### src/rtl/node_cmd_pkg.sv
// Shared command encodings and register-file constants for the node command responder.
package node_cmd_pkg;

    typedef enum logic [1:0] {
        OP_PING  = 2'd0,
        OP_READ  = 2'd1,
        OP_WRITE = 2'd2,
        OP_RSVD  = 2'd3
    } cmd_op_e;

    localparam int NUM_REGS = 4;

    // Only the first NUM_REGS addresses are backed by registers.
    function automatic logic addr_in_range(input logic [7:0] addr);
        return (addr[7:2] == 6'd0);
    endfunction

endpackage

### src/rtl/node_rsp_fifo.sv
// Synchronous response queue: power-of-two depth, count-based full/empty, zeroed output when empty.
module node_rsp_fifo #(
    parameter int unsigned WIDTH = 17,
    parameter int unsigned DEPTH = 4
) (
    input  logic             clk,
    input  logic             rst_n,
    input  logic             push_i,
    input  logic [WIDTH-1:0] wdata_i,
    input  logic             pop_i,
    output logic [WIDTH-1:0] rdata_o,
    output logic             full_o,
    output logic             empty_o
);
    localparam int unsigned AW = $clog2(DEPTH);
    localparam int unsigned CW = AW + 1;

    logic [WIDTH-1:0] mem_q [DEPTH];
    logic [AW-1:0]    wr_ptr_q, wr_ptr_d;
    logic [AW-1:0]    rd_ptr_q, rd_ptr_d;
    logic [CW-1:0]    count_q, count_d;
    logic             push_ok;
    logic             pop_ok;

    assign full_o  = (count_q == CW'(DEPTH));
    assign empty_o = (count_q == '0);
    assign push_ok = push_i && !full_o;
    assign pop_ok  = pop_i && !empty_o;

    always_comb begin
        wr_ptr_d = wr_ptr_q;
        rd_ptr_d = rd_ptr_q;
        count_d  = count_q;
        if (push_ok) wr_ptr_d = wr_ptr_q + AW'(1);
        if (pop_ok)  rd_ptr_d = rd_ptr_q + AW'(1);
        case ({push_ok, pop_ok})
            2'b10:   count_d = count_q + CW'(1);
            2'b01:   count_d = count_q - CW'(1);
            default: count_d = count_q;
        endcase
    end

    always_ff @(posedge clk or negedge rst_n) begin
        if (!rst_n) begin
            wr_ptr_q <= '0;
            rd_ptr_q <= '0;
            count_q  <= '0;
        end else begin
            wr_ptr_q <= wr_ptr_d;
            rd_ptr_q <= rd_ptr_d;
            count_q  <= count_d;
        end
    end

    // Storage is never read while empty, so it needs no reset.
    always_ff @(posedge clk) begin
        if (push_ok) mem_q[wr_ptr_q] <= wdata_i;
    end

    assign rdata_o = empty_o ? '0 : mem_q[rd_ptr_q];

endmodule

### src/rtl/node_cmd_responder.sv
// Command responder: PING/READ/WRITE against four local registers, one queued response per command.
// Optional build macro NODE_RSP_PARITY_EN adds the rsp_par output and a parity bit per queue entry.
module node_cmd_responder
    import node_cmd_pkg::*;
#(
    parameter logic [7:0]  NODE_ID    = 8'h00,
    parameter int unsigned DATA_W     = 16,
    parameter int unsigned FIFO_DEPTH = 4
) (
    input  logic              clk,
    input  logic              rst_n,
    input  logic              cmd_valid,
    output logic              cmd_ready,
    input  logic [1:0]        cmd_op,
    input  logic [7:0]        cmd_addr,
    input  logic [DATA_W-1:0] cmd_wdata,
    output logic              rsp_valid,
    input  logic              rsp_ready,
    output logic [DATA_W-1:0] rsp_data,
    output logic              rsp_err
`ifdef NODE_RSP_PARITY_EN
    ,
    output logic              rsp_par
`endif
);
`ifdef NODE_RSP_PARITY_EN
    localparam int unsigned ENTRY_W = DATA_W + 2;

    function automatic logic even_parity(input logic [DATA_W:0] v);
        return ^v;
    endfunction
`else
    localparam int unsigned ENTRY_W = DATA_W + 1;
`endif

    logic [DATA_W-1:0]  regs_q [NUM_REGS];
    logic               ready_en_q;
    logic               fifo_full;
    logic               fifo_empty;
    logic               accept;
    logic               addr_ok;
    logic [1:0]         reg_idx;
    cmd_op_e            op;
    logic               reg_we;
    logic [DATA_W-1:0]  rsp_data_d;
    logic               rsp_err_d;
    logic [ENTRY_W-1:0] push_entry;
    logic [ENTRY_W-1:0] head_entry;

    assign op        = cmd_op_e'(cmd_op);
    assign addr_ok   = addr_in_range(cmd_addr);
    assign reg_idx   = cmd_addr[1:0];
    // Ready is held low through reset and for the edge it is released on.
    assign cmd_ready = ready_en_q && !fifo_full;
    assign accept    = cmd_valid && cmd_ready;

    always_comb begin
        rsp_data_d = '0;
        rsp_err_d  = 1'b0;
        reg_we     = 1'b0;
        case (op)
            OP_PING: rsp_data_d = DATA_W'(NODE_ID);
            OP_READ: begin
                if (addr_ok) rsp_data_d = regs_q[reg_idx];
                else         rsp_err_d  = 1'b1;
            end
            OP_WRITE: begin
                if (addr_ok) begin
                    rsp_data_d = cmd_wdata;
                    reg_we     = 1'b1;
                end else begin
                    rsp_err_d  = 1'b1;
                end
            end
            default: rsp_err_d = 1'b1;
        endcase
    end

    always_ff @(posedge clk or negedge rst_n) begin
        if (!rst_n) begin
            ready_en_q <= 1'b0;
            regs_q     <= '{default: '0};
        end else begin
            ready_en_q <= 1'b1;
            if (accept && reg_we) regs_q[reg_idx] <= cmd_wdata;
        end
    end

`ifdef NODE_RSP_PARITY_EN
    assign push_entry = {even_parity({rsp_err_d, rsp_data_d}), rsp_err_d, rsp_data_d};
    assign rsp_par    = head_entry[DATA_W+1];
`else
    assign push_entry = {rsp_err_d, rsp_data_d};
`endif

    node_rsp_fifo #(
        .WIDTH (ENTRY_W),
        .DEPTH (FIFO_DEPTH)
    ) u_rsp_fifo (
        .clk     (clk),
        .rst_n   (rst_n),
        .push_i  (accept),
        .wdata_i (push_entry),
        .pop_i   (rsp_ready),
        .rdata_o (head_entry),
        .full_o  (fifo_full),
        .empty_o (fifo_empty)
    );

    assign rsp_valid = !fifo_empty;
    assign rsp_data  = head_entry[DATA_W-1:0];
    assign rsp_err   = head_entry[DATA_W];

endmodule
### config.mk
export PLATFORM = sky130hd
export DESIGN_NAME = node_cmd_responder
export DESIGN_NICKNAME = d
export VERILOG_FILES = /design/src/rtl/node_cmd_pkg.sv /design/src/rtl/node_rsp_fifo.sv /design/src/rtl/node_cmd_responder.sv
export SDC_FILE = /design/constraint.sdc
export NUM_CORES = 1
export LEC_CHECK = 0
export CAP_MARGIN = 15
export CORE_MARGIN = 2
export CORE_UTILIZATION = 40
export CTS_CLUSTER_SIZE = 16
export DETAILED_ROUTE_END_ITERATION = 8
export PLACE_DENSITY = 0.73
export SYNTH_ARGS = -nofsm -noshare
export SYNTH_HDL_FRONTEND = slang
export SYNTH_SLANG_ARGS = --single-unit
### constraint.sdc
create_clock -name clk -period 2.2 [get_ports clk]
set_input_delay 0.55 -clock clk [delete_from_list [all_inputs] [get_ports clk]]
set_output_delay 0.55 -clock clk [all_outputs]
set_load 0.05 [all_outputs]
==> impl_results.md <==
- Core Region: 0.0152 sq mm
- Final setup violation count: 18
- Starting Density: 40.9%
- Maximum clock rate: 423 MHz
- Synth Net Count: 417
- Critical Path Sink: rsp_data[0]
- Hpwl dp: 8.07 mm
- Share of layout cells above drive strength 1: 50.6%
- Power Density: 1160 mW/mm^2
- Count of input and output buffers: 48
- Mapped Cells: 378
- Hold Crit Class: in2async
- H-tree depth: 4
- Clk sinks: 140
- DIE AREA: 0.0166 sq mm
- CTS clock-pin slew for the worst setup and hold paths: 60 ps
- Depth of the most critical reg-to-reg path: 10
- Register area share after synthesis: 61.8%
- Crit path depth: 4
- Max Fanout on Critical Path: 6
- Crit. End Element: output pin
- Reg2Reg Launch Point: u_rsp_fifo.count_q[0]
- Grt ovf: 0
- Post-synth ARST share: 51.4%
- Die Span Y: 129 um
- Die width: 129 um
- Reg-to-reg slack, setup: 10 ps
- Worst Tran Pin Value: 674 ps
- Via count: 3609
- Iteration-0 DRC Markers: 352
- Clock skew: 5.63 ps
- Final WL: 13.1 mm
- Yosys top cell area share: 32.8%
- Internal power: 6.55 mW
- Slew Limit Fails: 0
- # hold bufs at CTS: 0
- Relative slew slack: 55.1%
- CP Class: reg2out
- Worst-skew pair later-pin latency: 410 ps
- Psw: 3.02 mW
- Buf/Inv on CP: 2
- Crit. Startpoint: u_rsp_fifo.rd_ptr_q[0]
- CP arrival: 1810 ps
- Area growth syn-to-layout: 32.2%
- Clock power frac: 27.6%
- Seq pwr share: 32.6%
- GPL Wtd Cong: 0.746
- CP most frequent cell: buf_8
- Most frequent cells in the layout: mux2_2 (86), dfrtp_1 (71), edfxtp_1 (68)
- Logic pwr share: 39.8%
- Data required, critical path: 1650 ps
- Peak VDD IR: 668 uV
- Routed len/inst: 19.3 um
- Final Cycle Share: 107%
- CP max stage cell: mux4_2
- Clock buffer count from CTS: 17
- GRT Overall Usage: 16.8%
- Synth Cell Area: 0.00622 sq mm
- Slowest stage delay, CP: 520 ps
- Inserted Diodes: 0
- # fillers: 1190
- FF+latch count, synth: 140
- Core Util, Final: 54.1%
- CP Launch Type: register
- Area leader, netlist: edfxtp_1
- Most common cell after layout, fill and taps aside: mux2_2
- Static Leak: 3.45 nW
- Switching Fraction: 31.6%
- CTS tree: built
- Max_cap viols: 0
- Worst hold margin: 180 ps
- Synth warn: 0
- Crit path cell chain: buf_8 -> mux4_2 -> and2_4 -> buf_8
- Post-route ant nets: 0
- Pin count of the biggest net entering global routing: 26
- I/O pin cnt: 49
- RSZ-0062 raised after global routing: true
- Netlist cell types: 34
- Nets: 514
- # rows: 45
- Setup TNS: -2550 ps
- Failing checks: setup timing
- Placed inst area: 0.00723 sq mm
- Vias per inst: 5.34
- Post-layout instance area: 0.00822 sq mm
- Final critical-path setup slack: -164 ps
- Terminus of the critical flop-to-flop path: u_rsp_fifo.count_q[2]
- Outcome: finished, violations left
- TritonRoute pass-1 iters: 8
- Final hold violations: 0
- Tmin final: 2360 ps
- Root buffer cell: clkbuf_16
- Syn avg cell area: 16.5 sq um
- Post-synth EDFFs: 68
- Vias in the first global route: 3792
- Largest cells by area after synthesis: edfxtp_1 (33%), dfrtp_1 (29%), mux2_2 (16%), mux4_2 (6.2%), a222oi_1 (2.6%)
- Top FF cell, synth: dfrtp_1
- Crit path max-delay family: multiplexers
- DRC Markers: 0
- Clk buf depth: 2
- Initial antenna violation count: 0
- First-pass GRT wire length: 20.7 mm
==> registers in the layout, indices dropped and copies added (netlist names) <==
signal               flops
u_rsp_fifo.count_q       3
u_rsp_fifo.rd_ptr_q      2
u_rsp_fifo.mem_q        68
regs_q                  64
u_rsp_fifo.wr_ptr_q      2
ready_en_q               1
==> routing by layer <==
metal / up-vias / part of all wire, % / track usage, %
met3: 17 / 4.3 / 4.66
li1: 1630 / - / -
met2: 91 / 51 / 27.4
met4: 0 / 1.7 / 6.59
met5: - / 0 / 0
met1: 1871 / 43 / 21.4
==> power groups by stage <==
stage,Clock (mW),Combinational (mW),Sequential (mW)
finish,2.64,3.80,3.12
global route,2.79,4.01,3.14
global placement,0,2.87,3.13
CTS,2.69,3.70,3.11
floorplan,0,1.97,3.09
detailed placement,0,2.91,3.15
==> worst reg2reg max path, stage by stage (launching register included) <==
cell and delay (ps):
dfrtp_1 390, buf_6 120, or3_4 390, buf_6 150
and2_1 180, ha_4 170, inv_2 50, fa_2 230
xor2_2 180, nor2_2 60, xor2_1 150
==> cells in the mapped netlist, types with 2 or more instances <==
master,n
ha_1,8
clkbuf_1,14
mux2_2,86
xnor2_1,3
nand2_1,4
edfxtp_1,68
mux4_2,17
and2_1,24
a222oi_1,16
buf_2,5
nor2_1,18
mux2_4,10
xor2_1,3
o21ai_0,2
dfrtp_1,72
buf_6,2
inv_1,9
==> cell families after synthesis <==
| family | after synthesis | synth area share, % |
|---|---|---|
| AO/OA/AOI/OAI | 19 | 2.86 |
| buffers and inverters | 33 | 2.68 |
| flip-flops | 140 | 61.8 |
| XOR/XNOR | 6 | 0.845 |
| adder cells (fa/ha/maj) | 9 | 1.93 |
| multiplexers | 113 | 24.1 |
| other | 1 | 0.0603 |
| AND/OR/NAND/NOR | 57 | 5.69 |
==> cell type report <==
| type | count | area (sq um) | share of cell area (%) |
|---|---|---|---|
| clock buffers | 24 | 452 | 5.49 |
| clock inverters | 8 | 93.8 | 1.14 |
| inverters | 10 | 42.5 | 0.517 |
| multi-input cells | 206 | 2350 | 28.6 |
| flip-flops and latches | 140 | 3840 | 46.8 |
| well taps | 188 | 235 | 2.86 |
| repair buffers | 100 | 1210 | 14.7 |
==> repair_timing <==
action,4_1_cts,5_1_grt
resized for setup,65,31
endpoints found under the setup margin,67,87
buffers inserted,7,3
cloned,3,2
pin swaps,20,17
==> through the flow <==
step	instances	setup slack, ps	total power [mW]
floorplan	378	-38.0	5.07
global placement	631	-448	6.01
detailed placement	631	-534	6.06
CTS	673	-221	9.50
global route	676	-233	9.95
finish	676	-164	9.57
==> worst min-delay path by stage <==
stage / start / endpoint / slack (ps) / cells after the start
final: rst_n / regs_q[36] / 180 / 1
after global routing: rst_n / regs_q[16] / 210 / 1
after CTS: rst_n / regs_q[36] / 180 / 1
after detailed placement: u_rsp_fifo.count_q[2] / u_rsp_fifo.count_q[2] / 480 / 1
after global placement: u_rsp_fifo.count_q[2] / u_rsp_fifo.count_q[2] / 470 / 1
after floorplan: rst_n / ready_en_q / 250 / 0
Note: power is estimated with default switching activity, not from simulation.
